File: src/rtl/serial_subtractor.sv
// Bit-serial WIDTH-bit subtractor (a - b - bin, LSB first) with start/done handshake.
// Latency WIDTH+1 cycles from accepted start to done; start ignored while busy; optional ovf via SERIAL_SUB_OVF_EN.
module serial_subtractor #(
    parameter int WIDTH = 8
) (
    input  logic             clk,
    input  logic             rst_n,
    input  logic             start,
    input  logic [WIDTH-1:0] a_in,
    input  logic [WIDTH-1:0] b_in,
    input  logic             bin,
    output logic             busy,
    output logic             done,
    output logic [WIDTH-1:0] diff_out,
    output logic             borrow_out
`ifdef SERIAL_SUB_OVF_EN
    ,
    output logic             ovf
`endif
);

    localparam int CW = $clog2(WIDTH);
    localparam logic [CW-1:0] LAST = CW'(WIDTH - 1);

    typedef enum logic [1:0] {
        IDLE  = 2'd0,
        SHIFT = 2'd1,
        DONE  = 2'd2
    } state_t;

    state_t           state;
    state_t           state_nxt;
    logic             load;
    logic [WIDTH-1:0] a_sr;
    logic [WIDTH-1:0] b_sr;
    logic [WIDTH-2:0] res_sr;
    logic             brw;
    logic [CW-1:0]    cnt;

    logic             a_bit;
    logic             b_bit;
    logic             d_bit;
    logic             brw_nxt;
    logic [WIDTH-1:0] res_cat;

    // Single full-subtractor cell on the current LSBs.
    assign a_bit   = a_sr[0];
    assign b_bit   = b_sr[0];
    assign d_bit   = a_bit ^ b_bit ^ brw;
    assign brw_nxt = (~a_bit & b_bit) | (~(a_bit ^ b_bit) & brw);
    assign res_cat = {d_bit, res_sr};

    always_ff @(posedge clk) begin
        if (!rst_n) begin
            state <= IDLE;
        end else begin
            state <= state_nxt;
        end
    end

    always_comb begin
        state_nxt = state;
        load      = 1'b0;
        case (state)
            IDLE: begin
                if (start) begin
                    load      = 1'b1;
                    state_nxt = SHIFT;
                end
            end
            SHIFT: begin
                if (cnt == LAST) begin
                    state_nxt = DONE;
                end
            end
            DONE: begin
                if (start) begin
                    load      = 1'b1;
                    state_nxt = SHIFT;
                end else begin
                    state_nxt = IDLE;
                end
            end
            default: state_nxt = IDLE;
        endcase
    end

    always_ff @(posedge clk) begin
        if (!rst_n) begin
            a_sr       <= '0;
            b_sr       <= '0;
            res_sr     <= '0;
            brw        <= 1'b0;
            cnt        <= '0;
            diff_out   <= '0;
            borrow_out <= 1'b0;
`ifdef SERIAL_SUB_OVF_EN
            ovf        <= 1'b0;
`endif
        end else if (load) begin
            a_sr <= a_in;
            b_sr <= b_in;
            brw  <= bin;
            cnt  <= '0;
        end else if (state == SHIFT) begin
            a_sr   <= {1'b0, a_sr[WIDTH-1:1]};
            b_sr   <= {1'b0, b_sr[WIDTH-1:1]};
            res_sr <= res_cat[WIDTH-1:1];
            brw    <= brw_nxt;
            if (cnt != LAST) begin
                cnt <= cnt + 1'b1;
            end else begin
                // On the final bit the shift registers hold the operand MSBs at bit 0.
                diff_out   <= res_cat;
                borrow_out <= brw_nxt;
`ifdef SERIAL_SUB_OVF_EN
                ovf        <= (a_bit != b_bit) && (d_bit != a_bit);
`endif
            end
        end
    end

    assign busy = (state == SHIFT);
    assign done = (state == DONE);

endmodule

File: config.mk
export PLATFORM = sky130hd
export DESIGN_NAME = serial_subtractor
export DESIGN_NICKNAME = d
export VERILOG_FILES = /design/src/rtl/serial_subtractor.sv
export SDC_FILE = /design/constraint.sdc
export NUM_CORES = 1
export LEC_CHECK = 0
export ABC_CLOCK_PERIOD_IN_PS = 3700
export BUFFER_PORTS_ARGS = -buffer_cell sky130_fd_sc_hd__buf_2
export CORE_AREA = 4 4 73 48
export DETAILED_ROUTE_END_ITERATION = 10
export DIE_AREA = 0 0 77 52
export GPL_TIMING_DRIVEN = 0
export PLACE_DENSITY = 0.9
export REMOVE_ABC_BUFFERS = 1
export SYNTH_ARGS = -nofsm -noshare
export SYNTH_HDL_FRONTEND = slang
export SYNTH_SLANG_ARGS = --single-unit
export TNS_END_PERCENT = 10
File: constraint.sdc
create_clock -name clk -period 3.7 [get_ports clk]
set_input_delay 0.555 -clock clk [delete_from_list [all_inputs] [get_ports clk]]
set_output_delay 0.555 -clock clk [all_outputs]
set_load 0.02 [all_outputs]
; ---- Word level (Yosys, flattened, before mapping)
; Cells that the tools add are included.
[classes]
addsub = 1
multipliers = 0
div = 0
order_cmp = 0
n_eq_ne = 6
n_shift = 0
muxes = 12
bitwise = 10
reduce_logical = 8
[ops]
columns = cell, count
row1 = two-way mux 8 bit, 4
row2 = one-hot mux 2 bit (3 select lines), 1
row3 = AND reduction 2 bit, 3
row4 = two-way mux 1 bit, 5
row5 = inverter 1 bit, 5
row6 = two-way mux 2 bit, 2
row7 = OR reduction 2 bit, 2
row8 = "adder 3 x 1 -> 3 bit, second input constant", 1
row9 = "equality test 3 bit, second input constant", 1
row10 = "inequality test 3 bit, second input constant", 1
row11 = AND reduction 3 bit, 1
row12 = AND 1 bit, 2
row13 = "equality test 2 x 1 -> 1 bit, second input constant", 1
row14 = "equality test 2 bit, second input constant", 1
row15 = zero test 2 bit, 1
row16 = "inequality test 2 x 1 -> 1 bit, second input constant", 1
row17 = "inequality test 2 bit, second input constant", 1
row18 = nonzero test 2 bit, 1
row19 = XOR 1 bit, 2
row20 = OR 1 bit, 1
[word_totals]
register_bits = 38
latchBits = 0
ramBits = 0
rom_bits = 0
out_inout_bits = 11
memories = 0

; ---- Longest topological paths before layout
; Gate-level depths: netlist (run 1).
[depth]
ltp_word = 6
mapped_depth = 6
mapped_depth_nobuf = 5

; ---- Least setup slack after synthesis (run 1)
; No wires, ideal clock.
[synth_timing]
path_type = register to output
from = register state[1]
to = output busy
arrival_time_ns = 0.815
t_required_ns = 3.145
slack_ns = 2.330
path_stages_with_launch = 5
cell_sequence = dfxtp_1 > nand2b_1 > buf_6 > inv_6 > buf_4
[synth_via]
elab_chain_len = 1
[synth_lines]
columns = element, line_no
row1 = "start, declared", 31  ; state_t state;
row2 = "start signal, assigned", 57  ; state <= state_nxt;
row3 = equality test 2 x 1 -> 1 bit, 123  ; assign busy = (state == SHIFT);
row4 = "end, declared", 12  ; output logic busy,
; No other way between the ends.

; ---- Worst setup path in the final report (run 1)
; Ends and elaborated chain as after synthesis.

==> impl_metrics.env, run 1 <==
export IMPL_core_mm2=0.00280
export IMPL_synth_top_cell_by_area="dfxtp_1"
export IMPL_final_common_cell="nand2_1"
export IMPL_ys_ff_latch=38
export IMPL_ys_seq_area_share_pct=49.3
export IMPL_crit_chain="nand2b_1 > inv_6 > buf_2"
export IMPL_max_freq_mhz=384
export IMPL_cts_tree="built"
export IMPL_synth_top_area_share_pct=49.3
export IMPL_slowest_stage="nand2b_1"
export IMPL_clock_sinks=38
export IMPL_layout_nets=230
export IMPL_cap_violations=0
export IMPL_grt_overflow=0
export IMPL_slew_limit_headroom_pct=24.4
export IMPL_grt_setup_unrepaired="false"
export IMPL_finalCriticalPeriod_ps=2610
export IMPL_die_area_mm2=0.00400
export IMPL_ff_latch_area_um2=761
export IMPL_start_kind="flop"
export IMPL_die_x_um=77
export IMPL_wl_per_cell_um=12.8
export IMPL_setup_viol_count_final=0
export IMPL_antenna_found_initial=0
export IMPL_dp_slack_ps=1430
export IMPL_design_portCount=31
export IMPL_syn_inst=184
export IMPL_ant_nets=0
export IMPL_ys_types=28
export IMPL_critPathKind="flop to output port"
export IMPL_row_count=15
export IMPL_post_cts_buffers=0
export IMPL_grt_max_degree=34
export IMPL_min_path_type="flop to flop"
export IMPL_drv_slew=0
export IMPL_insertion_delay_ps=280
export IMPL_grtUsageTotal_pct=16.8
export IMPL_drive_gt1_share_pct=18.4
export IMPL_worst_path_largest_cell_delay_ps=890
export IMPL_area_growth_pct=11.1
export IMPL_crit_required_ps=3140
export IMPL_die_h_um=52
export IMPL_synth_area_mm2=0.00154
export IMPL_cts_buffers=5
export IMPL_dp_hpwl_mm=1.94
export IMPL_p_per_area_mw_per_mm2=457
export IMPL_grt_pass1_wl_mm=5.26
export IMPL_hold_buffers=0
export IMPL_crit_fanout=33
export IMPL_dr_pass1_iters=4
export IMPL_status="completed"
export IMPL_fin_skew_ps=3.51
export IMPL_grt_pass1_vias=1205
export IMPL_fin_setup_tns_ps=0
export IMPL_place_gp_congestion=0.759
export IMPL_power_w=0.000783
export IMPL_worst_slew_pin_slew_ps=1130
export IMPL_p_leak_nw=0.661
export IMPL_clk_pin_slew_ps=70
export IMPL_multi_input_comb_area_um2=664
export IMPL_fill_cells=260
export IMPL_cts_max_level=2
export IMPL_mostFrequentLayoutCells="46 x nand2_1, 38 x dfxtp_1, 30 x buf_2, 21 x a21oi_1, 12 x o21ai_0"
export IMPL_fin_cells=241
export IMPL_drt_iter0_drc=75
export IMPL_worst_slack_ps=1090
export IMPL_start_util_pct=55.2
export IMPL_totalWireLength_mm=3.08
export IMPL_antenna_diode_count=0
export IMPL_cts_path_max_buffers=2
export IMPL_cp_data_arrival_time_ps=2050
export IMPL_final_util_pct=61.3
export IMPL_synth_top_cells_by_area="dfxtp_1 49%, nand2_1 11%, a21oi_1 6.8%, a31oi_1 4.1%, o21ai_0 3.9%"
export IMPL_final_hold_viol_count=0
export IMPL_vias=1311
export IMPL_port_buffer_count=30
export IMPL_finalCritPeriodShare_pct=70.4
export IMPL_dp_cells=234
export IMPL_avgSynthCellArea_um2=8.38
export IMPL_via_per_inst=5.44
export IMPL_ir_worst_vdd_mv=0.294
export IMPL_ys_warnings_count=0
export IMPL_cts_root_buffer="clkbuf_8"
export IMPL_end_kind="output port"
export IMPL_ctsResizeCount=0
export IMPL_remaining_drc_errors=0
==> cell usage after synthesis <==
library cell and count:
ha_1 2, a22oi_1 1, nor2_1 4, buf_2 3
nand2_1 46, nor3b_2 1, nand3_1 11, a31oi_1 10
buf_6 3, a311oi_2 1, xnor2_1 1, a2bb2oi_1 1
buf_1 1, nor2b_1 2, dfxtp_1 38, o22ai_1 3
mux2i_1 1, nand3b_1 1, buf_4 5, fa_1 1
a21oi_1 21, inv_6 1, nor3_1 7, o21ai_0 12
clkinv_1 1, clkbuf_1 2, nand2b_1 2, inv_1 2
==> registers in the layout, indices dropped and copies added, names as in the netlist <==
name	flops
cnt	3
b_sr	8
res_sr	7
state	2
borrow_out	1
brw	1
a_sr	8
diff_out	8
==> kinds of logic (layout without fill, tap and decap cells) <==
| kind of cell | count (synthesis) | count (layout) | share of synthesized area (%) |
|---|---|---|---|
| xor+xnor | 1 | 1 | 0.568 |
| compound gates | 49 | 49 | 18.0 |
| buf+inv | 18 | 41 | 7.62 |
| fa+ha+maj | 3 | 3 | 2.92 |
| simple gates | 74 | 74 | 20.9 |
| flops | 38 | 38 | 49.3 |
| mux | 1 | 1 | 0.649 |
==> path summary, 6_finish.rpt <==
kind	to	cells after the start	slack, ps	startpoint
min	diff_out[5]	2	450	diff_out[5]
max	busy	3	1090	state[1]
min reg2reg	diff_out[5]	2	450	diff_out[5]
max reg2reg	b_sr[4]	4	1700	state[1]
==> metrics by stage <==
| stage | area, um2 | hold WS (ps) |
|---|---|---|
| finish | 1710 | 452 |
| global placement | 1640 | 443 |
| detailed placement | 1640 | 444 |
| global route | 1710 | 476 |
| CTS | 1710 | 453 |
| floorplan | 1450 | 437 |
==> critical path: cells and delay by family, from the launching register on <==
kind | cells | cell delay, ps
buf+inv | 2 | 500
simple gates | 1 | 890
flops | 1 | 370
==> cell type report <==
class	count	area share, %
clock buffers	7	4.45
inverters	4	1.17
multi-input cells	128	38.8
flip-flops and latches	38	44.4
well taps	34	2.48
repair buffers	30	8.76
==> layer usage <==
layer  global-route usage [%]  vias up  part of all wire [%]
met5                        0        -                     0
met4                     7.40        0                  0.55
met3                     5.71        4                   6.0
met2                     26.7       32                    44
met1                     21.0      605                    49
li1                         -      670                     -
==> power by group <==
part           switching [W]  internal [W]  leakage (nW)
Clock               0.000128      0.000130        0.0383
Sequential         0.0000119      0.000429         0.310
Combinational      0.0000539     0.0000315         0.312
(Power assumes the default switching activity.)
==> run 2: changes to the inputs <==
--- a/config.mk
+++ b/config.mk
@@ -5,13 +5,14 @@
 export SDC_FILE = /design/constraint.sdc
 export NUM_CORES = 1
 export LEC_CHECK = 0
-export ABC_CLOCK_PERIOD_IN_PS = 3700
+export ABC_AREA = 1
+export ABC_CLOCK_PERIOD_IN_PS = 2600
 export BUFFER_PORTS_ARGS = -buffer_cell sky130_fd_sc_hd__buf_2
-export CORE_AREA = 4 4 73 48
+export CORE_AREA = 4 4 78 51
 export DETAILED_ROUTE_END_ITERATION = 10
-export DIE_AREA = 0 0 77 52
+export DIE_AREA = 0 0 82 55
 export GPL_TIMING_DRIVEN = 0
-export PLACE_DENSITY = 0.9
+export PLACE_DENSITY = 0.87
 export REMOVE_ABC_BUFFERS = 1
 export SYNTH_ARGS = -nofsm -noshare
 export SYNTH_HDL_FRONTEND = slang
==> constraint.sdc (replaced) <==
create_clock -name clk -period 2.6 [get_ports clk]
set_input_delay 0.39 -clock clk [delete_from_list [all_inputs] [get_ports clk]]
set_output_delay 0.39 -clock clk [all_outputs]
set_load 0.02 [all_outputs]
==> run 2 against run 1 <==
  * Die area grew 13%
  * Sequential power grew 46%
  * Largest power group unchanged
  * Hold slack lost 120 ps
  * Sequential share of layout area shrank 4.9 points
  * First-iteration DRC count grew 20%
  * Cell count grew 27%
  * Total power grew 56%
  * Final area grew 12%
==> impl_metrics.env, run 2 <==
export IMPL_status="completed"
export IMPL_design_portCount=31
export IMPL_slew_limit_headroom_pct=67.3
export IMPL_cts_max_level=2
export IMPL_end_kind="output port"
export IMPL_start_kind="flop"
export IMPL_final_common_cell="nor2_1"
export IMPL_finalCriticalPeriod_ps=2070
export IMPL_fill_cells=320
export IMPL_ir_worst_vdd_mv=0.280
export IMPL_synth_top_family_by_area="simple AND/OR/NAND/NOR gates"
export IMPL_ys_seq_area_share_pct=44.7
export IMPL_syn_inst=233
export IMPL_place_gp_congestion=0.789
export IMPL_fin_cells=307
export IMPL_antenna_found_initial=0
export IMPL_cts_tree="built"
export IMPL_yosys_area_share_xor_xnor_pct=0
export IMPL_crit_fanout=13
export IMPL_fin_skew_ps=4.12
export IMPL_clock_sinks=38
export IMPL_power_w=0.00122
export IMPL_die_x_um=82
export IMPL_core_mm2=0.00320
export IMPL_yosys_cell_count_top_type="nor2_1"
export IMPL_grt_pass1_vias=1253
export IMPL_layout_nets=284
export IMPL_critPathKind="flop to output port"
export IMPL_drv_slew=0
export IMPL_p_per_area_mw_per_mm2=633
export IMPL_final_hold_viol_count=0
export IMPL_die_h_um=55
export IMPL_ys_types=21
export IMPL_dr_pass1_iters=4
export IMPL_synth_adder_area_share_pct=2.65
export IMPL_synth_area_mm2=0.00170
export IMPL_synth_compound_area_share_pct=12.1
export IMPL_hold_buffers=0
export IMPL_synth_edf_count=0
export IMPL_post_cts_buffers=0
export IMPL_avgSynthCellArea_um2=7.31
export IMPL_grtUsageTotal_pct=16.2
export IMPL_synth_top_cell_by_area="dfxtp_1"
export IMPL_ys_ff_latch=38
export IMPL_area_growth_pct=13.2
export IMPL_mostFrequentLayoutCells="41 x nor2_1, 40 x nand2_1, 38 x dfxtp_1, 30 x inv_1, 30 x buf_2"
export IMPL_crit_required_ps=2210
export IMPL_vias=1463
export IMPL_die_area_mm2=0.00451
export IMPL_setup_viol_count_final=0
export IMPL_cts_path_max_buffers=2
export IMPL_top_regs="a_sr (8), b_sr (8), diff_out (8)"
export IMPL_yosys_top_cells_count="41 x nor2_1, 40 x nand2_1, 38 x dfxtp_1"
export IMPL_max_freq_mhz=483
export IMPL_grt_setup_unrepaired="false"
export IMPL_synthFlopType="dfxtp_1"
export IMPL_cts_buffers=5
export IMPL_row_count=16
export IMPL_dp_cells=299
export IMPL_synth_simple_area_share_pct=29.0
export IMPL_drt_iter0_drc=90
export IMPL_p_leak_nw=0.962
export IMPL_totalWireLength_mm=3.39
export IMPL_port_buffer_count=30
export IMPL_grt_overflow=0
export IMPL_grt_max_degree=28
export IMPL_antenna_diode_count=0
export IMPL_worst_slew_pin_slew_ps=490
export IMPL_ant_nets=0
export IMPL_fin_setup_tns_ps=0
export IMPL_async_reset_ff_share_pct=0
export IMPL_drive_gt1_share_pct=18.7
export IMPL_dp_hpwl_mm=2.35
export IMPL_synthMuxAreaShare_pct=0
export IMPL_synth_top_cells_by_area="dfxtp_1 45%, nor2_1 9.0%, nand2_1 8.8%, inv_1 6.6%, nand3_1 6.5%"
export IMPL_clk_pin_slew_ps=70
export IMPL_finalCritPeriodShare_pct=79.6
export IMPL_via_per_inst=4.77
export IMPL_wl_per_cell_um=11.0
export IMPL_ys_warnings_count=0
export IMPL_grt_pass1_wl_mm=5.40
export IMPL_insertion_delay_ps=290
export IMPL_synth_top_area_share_pct=44.7
export IMPL_ctsResizeCount=0
export IMPL_start_util_pct=53.2
export IMPL_cap_violations=0
export IMPL_min_path_type="primary input to flop"
export IMPL_cp_data_arrival_time_ps=1680
export IMPL_remaining_drc_errors=0
export IMPL_cts_root_buffer="clkbuf_8"
## run 2: per-layer routing
metal / global-route usage, % / up-vias / routed length [um]
met5: 0 / - / 0
met4: 4.97 / 0 / 30
met3: 7.12 / 4 / 273
met2: 24.8 / 39 / 1460
met1: 20.8 / 638 / 1620
li1: - / 782 / -
## run 2: cells by family after synthesis
kind of cell	count (synthesis)
flops	38
fa+ha+maj	3
compound gates	39
simple gates	111
buf+inv	42
## run 2: power by group
| part | switching [W] | total (W) | internal, W |
|---|---|---|---|
| clock network | 0.000204 | 0.000417 | 0.000214 |
| logic | 0.000102 | 0.000162 | 0.0000596 |
| registers | 0.0000224 | 0.000642 | 0.000619 |
| total | 0.000328 | 0.00122 | 0.000893 |
## run 2: cell type report
cell class	count	area [um2]	share of cell area, %
inverters	33	124	6.42
clock inverters	1	5.00	0.260
flip-flops and latches	38	761	39.5
multi-input cells	153	746	38.7
repair buffers	30	150	7.79
well taps	45	56.3	2.92
clock buffers	7	86.3	4.48
## run 2: critical path: stages, from the launching register on
cell and delay (ps):
dfxtp_1 620, inv_1 230, nor2_4 310, buf_2 230
## run 2: final timing paths
check	slack [ps]	endpoint	depth (start not counted)	startpoint
worst max-delay path	530	busy	3	state[0]
worst min-delay path	330	b_sr[7]	3	b_in[7]
worst max register to register	900	b_sr[4]	7	state[0]
worst min register to register	480	a_sr[7]	2	a_sr[7]
## run 2: per-stage QoR
step	cell area (um2)	setup slack, ps	utilization [%]	hold slack (ps)
final	1930	531	60.2	327
after CTS	1930	494	60.2	318
after floorplan	1630	1170	-	440
after global routing	1930	411	60.2	351
after global placement	1840	862	57.3	454
after detailed placement	1840	829	57.3	468
==> run 3: changes to the inputs <==
--- a/config.mk
+++ b/config.mk
@@ -6,7 +6,7 @@
 export NUM_CORES = 1
 export LEC_CHECK = 0
 export ABC_AREA = 1
-export ABC_CLOCK_PERIOD_IN_PS = 2600
+export ABC_CLOCK_PERIOD_IN_PS = 2000
 export BUFFER_PORTS_ARGS = -buffer_cell sky130_fd_sc_hd__buf_2
 export CORE_AREA = 4 4 78 51
 export DETAILED_ROUTE_END_ITERATION = 10
==> constraint.sdc (replaced) <==
create_clock -name clk -period 2 [get_ports clk]
set_input_delay 0.3 -clock clk [delete_from_list [all_inputs] [get_ports clk]]
set_output_delay 0.3 -clock clk [all_outputs]
set_load 0.02 [all_outputs]
==> run 3 against run 2 <==
  * Non-clock buffer count unchanged
  * Via count unchanged
  * Flip-flop and latch count unchanged
  * Routed wire length unchanged
  * Clock power increased by 30%
  * Sequential share of layout area about the same
  * Critical path type unchanged
  * Register-to-register slack got worse by 390 ps
  * Worst setup slack got worse by 300 ps
==> impl_metrics.env, run 3 (synthesis results as in run 2) <==
export IMPL_clock_power_share_pct=34.2
export IMPL_fin_setup_tns_ps=0
export IMPL_r2r_cells=7
export IMPL_swShare_pct=26.9
export IMPL_slew_limit_headroom_pct=67.3
export IMPL_cap_violations=0
export IMPL_totalWireLength_mm=3.39
export IMPL_worstReg2RegStart="state[0]"
export IMPL_worst_slew_pin_slew_ps=490
export IMPL_grt_setup_unrepaired="false"
export IMPL_end_kind="output port"
export IMPL_drive_gt1_share_pct=19.1
export IMPL_final_util_pct=60.2
export IMPL_top_regs="a_sr (8), b_sr (8), diff_out (8)"
export IMPL_port_buffer_count=30
export IMPL_start_util_pct=53.2
export IMPL_clk_pin_slew_ps=70
export IMPL_remaining_drc_errors=0
export IMPL_core_mm2=0.00320
export IMPL_status="completed"
export IMPL_crit_required_ps=1700
export IMPL_cts_path_max_buffers=2
export IMPL_ant_nets=0
export IMPL_grt_pass1_wl_mm=5.40
export IMPL_p_per_area_mw_per_mm2=823
export IMPL_start_kind="flop"
export IMPL_grt_max_degree=28
export IMPL_dp_hpwl_mm=2.35
export IMPL_cts_tree="built"
export IMPL_r2r_slack_ps=510
export IMPL_finalCritPeriodShare_pct=88.6
export IMPL_area_growth_pct=13.3
export IMPL_critPathKind="flop to output port"
export IMPL_insertion_delay_ps=290
export IMPL_cts_max_level=2
export IMPL_mostFrequentLayoutCells="41 x nor2_1, 40 x nand2_1, 37 x dfxtp_1, 30 x inv_1, 30 x buf_2"
export IMPL_row_count=16
export IMPL_antenna_found_initial=0
export IMPL_timing_rr_end="b_sr[4]"
export IMPL_grt_overflow=0
export IMPL_cts_buffers=5
export IMPL_antenna_diode_count=0
export IMPL_dr_pass1_iters=4
export IMPL_max_freq_mhz=564
export IMPL_combPwrFrac_pct=13.2
export IMPL_final_common_cell="nor2_1"
export IMPL_grt_pass1_vias=1253
export IMPL_setup_viol_count_final=0
export IMPL_drv_slew=0
export IMPL_cp_data_arrival_time_ps=1470
export IMPL_p_switching_w=0.000426
export IMPL_intPower_w=0.00116
export IMPL_die_h_um=55
export IMPL_drt_iter0_drc=90
export IMPL_vias=1463
export IMPL_design_portCount=31
export IMPL_clock_sinks=38
export IMPL_cts_root_buffer="clkbuf_8"
export IMPL_finalCriticalPeriod_ps=1770
export IMPL_crit_fanout=13
export IMPL_post_cts_buffers=0
export IMPL_die_area_mm2=0.00451
export IMPL_layout_nets=284
export IMPL_place_gp_congestion=0.789
export IMPL_grtUsageTotal_pct=16.2
export IMPL_min_path_type="primary input to flop"
export IMPL_die_x_um=82
export IMPL_fin_skew_ps=4.12
export IMPL_final_hold_viol_count=0
export IMPL_wl_per_cell_um=11.0
export IMPL_crit_path_end="busy"
export IMPL_p_leak_nw=0.963
export IMPL_p_seq_share_pct=52.6
export IMPL_via_per_inst=4.77
export IMPL_crit_start="state[0]"
export IMPL_ir_worst_vdd_mv=0.364
==> run 3: cell counts in the layout (fill, tap and decap cells not counted) <==
No cell type changed its count.
==> run 3: worst max-delay path, stage by stage (launching register included) <==
cell and delay, ps:
dfxtp_2 480, inv_1 180, nor2_4 290, buf_2 230
==> run 3: worst min-delay path by stage <==
stage	start	end	slack, ps	cells past startpoint
2_1_floorplan	rst_n	state[1]	430	2
3_3_place_gp	a_sr[7]	a_sr[7]	450	2
3_5_place_dp	a_sr[7]	a_sr[7]	470	2
4_1_cts	b_in[7]	b_sr[7]	230	3
5_1_grt	b_in[7]	b_sr[7]	260	3
6_report	b_in[7]	b_sr[7]	240	3
==> run 3: power by group through the flow <==
stage | registers [W] | logic (W) | clock network, W
6_report | 0.000835 | 0.000210 | 0.000543
5_1_grt | 0.000840 | 0.000244 | 0.000591
4_1_cts | 0.000835 | 0.000211 | 0.000562
3_5_place_dp | 0.000852 | 0.000210 | 0
3_3_place_gp | 0.000849 | 0.000204 | 0
2_1_floorplan | 0.000845 | 0.000150 | 0
==> run 3: per-stage QoR <==
step	setup WS, ps	hold slack (ps)	std cells	cell area [um2]	total power, W
final	228	237	307	1930	0.00159
after CTS	195	228	307	1930	0.00161
after global placement	329	454	299	1840	0.00105
after detailed placement	303	468	299	1840	0.00106
after global routing	126	261	307	1930	0.00168
after floorplan	570	435	224	1630	0.000995
==> run 3: area by class of cell <==
| type | instances | area (um2) |
|---|---|---|
| fill | 319 | 1270 |
| sequential | 38 | 762 |
| multi-input combinational | 153 | 746 |
| timing repair buffer | 30 | 150 |
| inverter | 33 | 124 |
| clock buffer | 7 | 86.3 |
| tap | 45 | 56.3 |
| clock inverter | 1 | 5.00 |
==> run 3: per-layer routing <==
layer | share of wire (%) | track usage [%] | vias to the layer above
met5 | 0 | 0 | -
met4 | 0.89 | 4.97 | 0
met3 | 8.1 | 7.12 | 4
met2 | 43 | 24.8 | 39
met1 | 48 | 20.8 | 638
li1 | - | - | 782
==> run 3: timing repair <==
action,in CTS,in global routing
resized for setup,1,0
endpoints found under the hold margin,0,0
hold buffers,0,0
endpoints found under the setup margin,1,0
